**src/rtl/cpu_state_sequencer_pkg.sv**
```systemverilog
`default_nettype none
// ============================================================================
// Module   : cpu_pkg
// Brief    : State encodings shared by the sequencer and the control unit.
// Revision : 1.0
// ============================================================================
package cpu_pkg;

    typedef logic [3:0] state_t;

    localparam logic [3:0] STATE_HALT   = 4'd0;
    localparam logic [3:0] STATE_FETCH  = 4'd1;
    localparam logic [3:0] STATE_DECODE = 4'd2;
    localparam logic [3:0] STATE_EXEC1  = 4'd3;
    localparam logic [3:0] STATE_EXEC2  = 4'd4;

    // States in which an Avalon waitrequest holds the sequencer in place.
    function automatic logic is_stall_state(input state_t s);
        return (s == STATE_FETCH) || (s == STATE_EXEC1) || (s == STATE_EXEC2);
    endfunction

endpackage
`default_nettype wire

```
**src/rtl/cpu_state_sequencer_if.sv**
```systemverilog
`default_nettype none
// ============================================================================
// Module   : cpu_state_sequencer_if
// Brief    : Bus wait/halt inputs and state/status outputs of the sequencer.
// Revision : 1.0
// ============================================================================
interface cpu_state_sequencer_if #(
    parameter int CNT_W = 32
);
    logic             waitrequest;
    logic             halt_req;
    logic [3:0]       state;
    logic             active;
    logic             fault;
    logic [CNT_W-1:0] retired;
    logic [CNT_W-1:0] cycles;

    modport master (
        input  waitrequest, halt_req,
        output state, active, fault, retired, cycles
    );

    modport slave (
        output waitrequest, halt_req,
        input  state, active, fault, retired, cycles
    );
endinterface
`default_nettype wire

```
**src/rtl/cpu_state_sequencer_stall_watchdog.sv**
```systemverilog
`default_nettype none
// ============================================================================
// Module   : stall_watchdog
// Brief    : Counts consecutive stalled cycles and flags expiry at the limit.
// Revision : 1.0
// ============================================================================
module stall_watchdog #(
    parameter int WAIT_TIMEOUT = 1024
) (
    input  logic clk,
    input  logic reset,
    input  logic stall_i,
    output logic expire_o
);
    generate
        if (WAIT_TIMEOUT > 0) begin : g_wdt
            localparam int CW = (WAIT_TIMEOUT > 1) ? $clog2(WAIT_TIMEOUT) : 1;
            localparam logic [CW-1:0] c_LIMIT = CW'(WAIT_TIMEOUT - 1);

            logic [CW-1:0] wait_cnt_q;
            logic [CW-1:0] wait_cnt_d;

            // Saturates at the limit; any non-stalled cycle restarts the count.
            always_comb begin
                wait_cnt_d = wait_cnt_q;
                if (!stall_i) begin
                    wait_cnt_d = '0;
                end else if (wait_cnt_q != c_LIMIT) begin
                    wait_cnt_d = wait_cnt_q + CW'(1);
                end
            end

            always_ff @(posedge clk) begin
                if (reset) begin
                    wait_cnt_q <= '0;
                end else begin
                    wait_cnt_q <= wait_cnt_d;
                end
            end

            assign expire_o = stall_i && (wait_cnt_q == c_LIMIT);
        end else begin : g_nowdt
            assign expire_o = 1'b0;
        end
    endgenerate
endmodule
`default_nettype wire

```
**src/rtl/cpu_state_sequencer.sv**
```systemverilog
`default_nettype none
// ============================================================================
// Module   : cpu_state_sequencer
// Brief    : Multi-cycle HALT/FETCH/DECODE/EXEC1/EXEC2 sequencer with stall
//            watchdog and retired/cycle counters.
// Revision : 1.0
// ============================================================================
import cpu_pkg::*;

module cpu_state_sequencer #(
    parameter int CNT_W        = 32,
    parameter int WAIT_TIMEOUT = 1024
) (
    input  logic                  clk,
    input  logic                  reset,
    cpu_state_sequencer_if.master bus
);
    state_t           state_q,   state_d;
    logic             boot_q;
    logic             active_q,  active_d;
    logic             fault_q,   fault_d;
    logic [CNT_W-1:0] retired_q, retired_d;
    logic [CNT_W-1:0] cycles_q,  cycles_d;

    logic w_stall;
    logic w_expire;

    assign w_stall = bus.waitrequest && is_stall_state(state_q);

    stall_watchdog #(
        .WAIT_TIMEOUT (WAIT_TIMEOUT)
    ) u_wdt (
        .clk      (clk),
        .reset    (reset),
        .stall_i  (w_stall),
        .expire_o (w_expire)
    );

    always_comb begin
        state_d   = state_q;
        active_d  = active_q;
        fault_d   = fault_q;
        retired_d = retired_q;
        cycles_d  = active_q ? cycles_q + CNT_W'(1) : cycles_q;

        if (boot_q) begin
            state_d  = STATE_FETCH;
            active_d = 1'b1;
        end else if (w_expire) begin
            // Expiry only happens with waitrequest high, so it always wins over halt_req.
            state_d  = STATE_HALT;
            active_d = 1'b0;
            fault_d  = 1'b1;
        end else begin
            case (state_q)
                STATE_FETCH:  if (!bus.waitrequest) state_d = STATE_DECODE;
                STATE_DECODE: state_d = STATE_EXEC1;
                STATE_EXEC1:  if (!bus.waitrequest) state_d = STATE_EXEC2;
                STATE_EXEC2: begin
                    if (!bus.waitrequest) begin
                        retired_d = retired_q + CNT_W'(1);
                        if (bus.halt_req) begin
                            state_d  = STATE_HALT;
                            active_d = 1'b0;
                        end else begin
                            state_d = STATE_FETCH;
                        end
                    end
                end
                default: state_d = state_q;
            endcase
        end
    end

    always_ff @(posedge clk) begin
        if (reset) begin
            state_q   <= STATE_HALT;
            boot_q    <= 1'b1;
            active_q  <= 1'b0;
            fault_q   <= 1'b0;
            retired_q <= '0;
            cycles_q  <= '0;
        end else begin
            state_q   <= state_d;
            boot_q    <= 1'b0;
            active_q  <= active_d;
            fault_q   <= fault_d;
            retired_q <= retired_d;
            cycles_q  <= cycles_d;
        end
    end

    assign bus.state   = state_q;
    assign bus.active  = active_q;
    assign bus.fault   = fault_q;
    assign bus.retired = retired_q;
    assign bus.cycles  = cycles_q;
endmodule
`default_nettype wire

```
**src/flat_wrapper.sv**
```systemverilog
// flat-port wrapper written by rule: the top's interface ports become plain ports
module cpu_state_sequencer_flat 
#(
    parameter int CNT_W        = 32,
    parameter int WAIT_TIMEOUT = 1024
)
  (clk, reset, bus_waitrequest, bus_halt_req, bus_state, bus_active, bus_fault, bus_retired, bus_cycles);
  cpu_state_sequencer_if #(.CNT_W(CNT_W)) bus_i ();
  input  logic clk;
  input  logic reset;
  input wire logic [$bits(bus_i.waitrequest)-1:0] bus_waitrequest;
  input wire logic [$bits(bus_i.halt_req)-1:0] bus_halt_req;
  output wire logic [$bits(bus_i.state)-1:0] bus_state;
  output wire logic [$bits(bus_i.active)-1:0] bus_active;
  output wire logic [$bits(bus_i.fault)-1:0] bus_fault;
  output wire logic [$bits(bus_i.retired)-1:0] bus_retired;
  output wire logic [$bits(bus_i.cycles)-1:0] bus_cycles;
  assign bus_i.waitrequest = bus_waitrequest;
  assign bus_i.halt_req = bus_halt_req;
  assign bus_state = bus_i.state;
  assign bus_active = bus_i.active;
  assign bus_fault = bus_i.fault;
  assign bus_retired = bus_i.retired;
  assign bus_cycles = bus_i.cycles;
  cpu_state_sequencer #(.CNT_W(CNT_W), .WAIT_TIMEOUT(WAIT_TIMEOUT)) u_core (.clk(clk), .reset(reset), .bus(bus_i));
endmodule
```
**config.mk**
```make
export PLATFORM = sky130hd
export DESIGN_NAME = cpu_state_sequencer_flat
export DESIGN_NICKNAME = d
export VERILOG_FILES = /design/src/rtl/cpu_state_sequencer_pkg.sv /design/src/rtl/cpu_state_sequencer_if.sv /design/src/rtl/cpu_state_sequencer_stall_watchdog.sv /design/src/rtl/cpu_state_sequencer.sv /design/src/flat_wrapper.sv
export SDC_FILE = /design/constraint.sdc
export NUM_CORES = 1
export LEC_CHECK = 0
export ABC_AREA = 1
export CAP_MARGIN = 20
export CORE_UTILIZATION = 48
export DETAILED_ROUTE_END_ITERATION = 6
export GPL_ROUTABILITY_DRIVEN = 0
export PLACE_DENSITY = 0.76
export REMOVE_ABC_BUFFERS = 1
export SYNTH_ARGS = -nofsm -noshare
export SYNTH_HDL_FRONTEND = slang
export SYNTH_SLANG_ARGS = --single-unit
```
**constraint.sdc**
```tcl
create_clock -name clk -period 1.6 [get_ports clk]
set_clock_uncertainty 0.05 [all_clocks]
set_input_delay 0.24 -clock clk [delete_from_list [all_inputs] [get_ports clk]]
set_output_delay 0.24 -clock clk [all_outputs]
set_load 0.01 [all_outputs]
```
==> results.json, run 1 <==
{
  "grt_usage": 0.2562,
  "clockBufferDepth": 2,
  "endpoint_kind": "flip-flop",
  "totalWireLength_um": 11730,
  "comb_power_share": 0.041,
  "vias": 4576,
  "antenna_found_initial": 0,
  "final_cells": 878,
  "synth_fa_ha_area_frac": 0.008831,
  "hp-class": "reg -> reg",
  "layout_common_cells": "nand2_1, nor2_1, inv_1, buf_4, dfxtp_2",
  "design.core.area_um2": 8382,
  "dpl.cell_count": 850,
  "synth.distinct_cells": 36,
  "maxCapViolations": 0,
  "ys_ff_latch": 80,
  "drt_iter0_drc": 294,
  "p_leak_uw": 0.002880,
  "fin_area_um2": 5938,
  "clk_pin_slew_ns": 0.08,
  "period_needed_ns": 1.573,
  "ys.flop_type": "dfxtp_1",
  "firstDrtPassIters": 5,
  "grt_pass1_vias": 4051,
  "cts_sinks": 80,
  "nets": 775,
  "crit_fanout": 5,
  "max-vdd-ir-drop_v": 0.0005304,
  "postRouteAntennaNets": 0,
  "multi_input_area_um2": 2451,
  "critical_path_class": "reg -> reg",
  "postPlaceCellArea_um2": 5361,
  "diodes": 0,
  "cts_tree": "yes",
  "required_ns": 1.84,
  "wl_per_cell_um": 13.36,
  "drc": 0,
  "initial_core_util": 0.5071,
  "max_clock_freq_mhz": 635.7,
  "p_switching_uw": 864.9,
  "cts_buffers": 9,
  "ys_seq_area_frac": 0.3768,
  "grt_overflow": 0,
  "yosys.area.top_type": "dfxtp_1",
  "status": "finished clean",
  "pwr-share-seq": 0.524,
  "switching_share": 0.2250,
  "synth_compound_area_frac": 0.08566,
  "syn_inst": 644,
  "ys_warn_count": 0,
  "drv_slew": 0,
  "grt_pass1_wl_um": 18310,
  "drive_gt1_frac": 0.2251,
  "grt_max_degree": 32,
  "clockRootBuffer": "clkbuf_8",
  "hpwlAfterDp_um": 8465,
  "syn_area_per_cell_um2": 6.600,
  "syn2layout_area_growth_pct": 39.71,
  "hold_buffers": 0,
  "synth.top_cell.area_share": 0.3768,
  "pwr-share-clk": 0.435,
  "synthSimpleGateAreaFrac": 0.4048,
  "die_y_um": 96.10,
  "power_density_nw_per_um2": 647.4,
  "portBuffers": 72,
  "synth_area_leaders": "dfxtp_1, nand2_1, nor2_1",
  "num-fill-cells": 699,
  "syn-cell-area_um2": 4250,
  "async_flop_share": 0,
  "synth_mux_area_frac": 0,
  "fp.dieArea_um2": 9235,
  "crit_path_start_kind": "flip-flop",
  "synth_top_family_by_area": "simple AND/OR/NAND/NOR gates",
  "p_int_uw": 2980,
  "synth_edf_count": 0,
  "io_pins": 74,
  "seq_area_um2": 1660,
  "viasPerCell": 5.212,
  "std_cell_rows": 33,
  "die_w_um": 96.10,
  "worst_ep_arrival_time_ns": 1.81,
  "htreeDepth": 3,
  "clock_latency_ns": 0.36,
  "finalHoldViolations": 0,
  "rsz0062_at_grt": "yes",
  "setup_viol": 0,
  "yosys.area_share.xor_xnor": 0.03915,
  "layout.cells.most_common": "nand2_1",
  "period_share": 0.9831
}
critical path, stage by stage (launching register included):
cell and delay, ns:
dfxtp_4 0.37, nor2_4 0.18, nand4_4 0.20, nor2_4 0.24
buf_6 0.14, nand3_2 0.08, nand2_2 0.08, nand2_1 0.06
nor2_1 0.10
through the flow:
step                total power (uW)  setup WS [ns]    util  hold slack [ns]   TNS, ns
finish                          3845        0.02697  0.7085           0.4087         0
global route                    3981       -0.05824  0.7085           0.4288   -0.3858
CTS                             3854       0.001001  0.6708           0.4099         0
detailed placement              2219        -0.2706  0.6396           0.3966    -4.449
global placement                2215        -0.2462  0.6396           0.3907    -3.771
floorplan                       2127       -0.01318       -           0.2177  -0.01318
logic make-up (layout without fill, tap and decap cells):
kind of cell    after synthesis  count (layout)
fa+ha+maj                     3               3
buf+inv                      93             221
xor+xnor                     19              19
simple gates                380             381
other cells                   1               1
compound gates               68              68
flops                        80              80
flip-flops by register name, indices dropped and copies added (netlist names):
register,count
u_core.bus.state,3
u_core.boot_q,1
u_core.bus.fault,1
u_core.u_wdt.g_wdt.wait_cnt_q,10
u_core.bus.active,1
u_core.bus.cycles,32
u_core.bus.retired,32
power groups by stage:
stage                     logic [uW]  clock network, uW  registers (uW)
after floorplan                 59.3                  0            2070
after global placement           154                  0            2060
after detailed placement         158                  0            2060
after CTS                        153               1690            2010
after global routing             176               1790            2020
final                            159               1670            2010
final timing paths:
kind | from | endpoint | slack (ns) | cells after the start
setup / recovery | u_core.bus.state[1] | u_core.bus.retired[13] | 0.03 | 8
hold / removal | u_core.bus.fault | u_core.bus.fault | 0.41 | 2
setup reg to reg | u_core.bus.state[1] | u_core.bus.retired[13] | 0.03 | 8
hold reg to reg | u_core.bus.fault | u_core.bus.fault | 0.41 | 2
Yosys cell counts (4+ instances only):
master / instances
nand2_1: 168
nor2_1: 111
dfxtp_1: 80
inv_1: 78
a21oi_1: 35
nand3_1: 34
nor3_1: 20
o21ai_0: 19
nand4_1: 12
xor2_1: 12
nor2_4: 8
nor2_2: 7
xnor2_1: 7
clkbuf_1: 5
inv_2: 5
nor3b_1: 5
nand3_2: 4
o21ai_1: 4
final cells by class:
type / count / share of cell area
Clock buffer: 11 / 0.02381
Clock inverter: 5 / 0.01349
Inverter: 84 / 0.05394
Multi-Input combinational cell: 472 / 0.4128
Sequential cell: 80 / 0.2796
Tap cell: 105 / 0.02212
Timing Repair Buffer: 121 / 0.1943
per-layer routing:
layer,vias up,global-route usage,part of all wire,wire [um]
li1,2289,-,-,-
met1,2087,0.3283,0.44,5206
met2,177,0.4232,0.48,5581
met3,23,0.05766,0.067,792
met4,0,0.08582,0.013,153
met5,-,0,0,0
repair_timing:
item / in CTS / in global routing
endpoints found under the setup margin: 60 / 67
pin swaps: 1 / 18
endpoints found under the hold margin: 0 / 0
gates resized for setup: 67 / 81
cloned: 0 / 1
setup buffers: 2 / 9
(Power assumes the default switching activity.)
==> inputs of run 2 (changes only) <==
--- a/config.mk
+++ b/config.mk
@@ -7,6 +7,7 @@
 export LEC_CHECK = 0
 export ABC_AREA = 1
 export CAP_MARGIN = 20
+export CORE_ASPECT_RATIO = 0.8
 export CORE_UTILIZATION = 48
 export DETAILED_ROUTE_END_ITERATION = 6
 export GPL_ROUTABILITY_DRIVEN = 0
==> run 2 against run 1 <==
  * Utilization decreased by 1.6 points
  * Clock-buffer cell count rose by 3
  * Largest cell class unchanged
  * Largest power group unchanged
  * Critical path type is now reg -> out
  * Final cell count rose by 1.5%
  * Highest routed layer unchanged
  * Die area about the same
  * Total power decreased by 4.3%
  * Setup slack better by 0.011 ns
  * Global-route usage shrank 0.66 points
  * Cell area down 0.67%
  * Critical endpoint is now bus_retired[28]
  * Worst hold slack improved by 0.029 ns
  * Sequential share of layout area down 0.065 points
  * Critical path depth down 7
==> results.json, run 2 (same netlist as run 1, synthesis figures left out) <==
{
  "critPathBufInv": 1,
  "antenna_found_initial": 0,
  "postRouteAntennaNets": 0,
  "max-vdd-ir-drop_v": 0.0005082,
  "pwr-share-clk": 0.408,
  "fp.dieArea_um2": 9237,
  "worst_ep_arrival_time_ns": 1.27,
  "crit_fanout": 4,
  "drv_slew": 0,
  "syn2layout_area_growth_pct": 38.77,
  "period_needed_ns": 1.562,
  "firstDrtPassIters": 5,
  "holdWs_ns": 0.4381,
  "multi_input_area_um2": 2427,
  "hold_path.startpoint": "u_core.u_wdt.g_wdt.wait_cnt_q[0]",
  "crit_path_start_kind": "flip-flop",
  "p_total_uw": 3679,
  "grt_pass1_wl_um": 18380,
  "grt_overflow": 0,
  "r2r_end": "u_core.bus.retired[12]",
  "drc": 0,
  "seq_area_um2": 1645,
  "initial_core_util": 0.4988,
  "clk_pin_slew_ns": 0.08,
  "postPlaceCellArea_um2": 5453,
  "dpl.cell_count": 868,
  "hold_end": "u_core.u_wdt.g_wdt.wait_cnt_q[0]",
  "required_ns": 1.31,
  "io_pins": 74,
  "design.core.area_um2": 8521,
  "p_leak_uw": 0.002781,
  "grt_usage": 0.2496,
  "wl_per_cell_um": 13.08,
  "power_density_nw_per_um2": 623.7,
  "cts_tree": "yes",
  "switching_share": 0.2280,
  "clockRootBuffer": "clkbuf_8",
  "grt_pass1_vias": 4016,
  "pwr-share-seq": 0.547,
  "totalWireLength_um": 11650,
  "drt_iter0_drc": 286,
  "hpwlAfterDp_um": 8551,
  "hold_depth": 2,
  "cts_sinks": 80,
  "ff2ff_setup_slack_ns": 0.04,
  "nets": 781,
  "cp_slowest_cell": "clkdlybuf4s50_1",
  "maxCapViolations": 0,
  "setup_viol": 0,
  "viasPerCell": 5.204,
  "portBuffers": 72,
  "endpoint_kind": "output pin",
  "die_y_um": 86.17,
  "comb_power_share": 0.044,
  "grt_max_degree": 17,
  "fin_area_um2": 5898,
  "clockBufferDepth": 2,
  "die_w_um": 107.2,
  "rsz0062_at_grt": "yes",
  "final_cells": 891,
  "p_int_uw": 2840,
  "critical_path_class": "reg -> out",
  "slowest_delay_ns": 0.54,
  "std_cell_rows": 30,
  "finalHoldViolations": 0,
  "status": "finished clean",
  "num-fill-cells": 723,
  "diodes": 0,
  "hp-class": "reg -> reg",
  "layout.cells.most_common": "nand2_1",
  "vias": 4637,
  "setup_tns_ns": 0,
  "r2r_start": "u_core.bus.retired[0]",
  "period_share": 0.9762,
  "p_switching_uw": 838.9,
  "reg2regPathDepth": 9,
  "max_clock_freq_mhz": 640.2,
  "cts_buffers": 9,
  "clock_latency_ns": 0.36,
  "crit_chain": "clkdlybuf4s50_1",
  "htreeDepth": 3,
  "drive_gt1_frac": 0.2157,
  "layout_common_cells": "nand2_1, nor2_1, inv_1, buf_4, dfxtp_1",
  "critPathTopFamily": "buffers and inverters"
}
[run 2: cell count changes in the layout (fill, tap and decap cells not counted), sizes merged, moves of 3 or more]
cell	before	now
dlymetal6s2s	31	21
dlygate4sd2	26	39
clkdlybuf4s50	15	12
buf	49	56
clkbuf	11	14
[run 2: what timing repair did]
action | 4_1_cts | 5_1_grt
hold buffers | 0 | 0
buffers inserted | 0 | 7
gates resized for setup | 70 | 65
endpoints found under the setup margin | 61 | 56
pin swaps | 0 | 14
[run 2: final cells by class]
| class | instances | share of cell area |
|---|---|---|
| multi-input cells | 471 | 0.4115 |
| clock buffers | 14 | 0.03267 |
| clock inverters | 2 | 0.001697 |
| flip-flops and latches | 80 | 0.2790 |
| repair buffers | 128 | 0.1975 |
| inverters | 84 | 0.05388 |
| well taps | 112 | 0.02376 |
[run 2: power by group through the flow]
stage | Clock (uW) | Combinational [uW] | Sequential (uW)
2_1_floorplan | 0 | 59.3 | 2070
3_3_place_gp | 0 | 163 | 2060
3_5_place_dp | 0 | 167 | 2060
4_1_cts | 1540 | 161 | 2010
5_1_grt | 1610 | 179 | 2010
6_report | 1500 | 164 | 2010
[run 2: metal layers]
metal / track usage / share of wire / wire length (um)
met3: 0.05471 / 0.065 / 763
met5: 0 / 0 / 0
met2: 0.4012 / 0.47 / 5461
met4: 0.07347 / 0.011 / 129
met1: 0.3360 / 0.45 / 5295
[run 2: stage by stage]
step	util	setup slack (ns)
after floorplan	-	-0.01318
after global placement	0.6399	-0.1274
after detailed placement	0.6399	-0.2002
after CTS	0.6630	0.00006484
after global routing	0.6922	-0.05496
final	0.6922	0.03803
[run 2: worst min-delay path, delay by kind of cell (launching register included)]
family / cells / cell delay (ns)
DFF: 1 / 0.33
AOI/OAI and AO/OA: 1 / 0.05
and+or+nand+nor: 1 / 0.06
[run 2: worst max-delay path by stage]
stage                              to  slack, ns                    from  depth (start not counted)
2_1_floorplan  u_core.bus.retired[22]      -0.01   u_core.bus.retired[1]                         10
3_3_place_gp   u_core.bus.retired[23]      -0.13         bus_waitrequest                          9
3_5_place_dp   u_core.bus.retired[23]      -0.20         bus_waitrequest                          9
4_1_cts                bus_cycles[30]    0.00006   u_core.bus.cycles[30]                          1
5_1_grt        u_core.bus.retired[28]      -0.05   u_core.bus.retired[0]                          9
6_report              bus_retired[28]       0.04  u_core.bus.retired[28]                          1
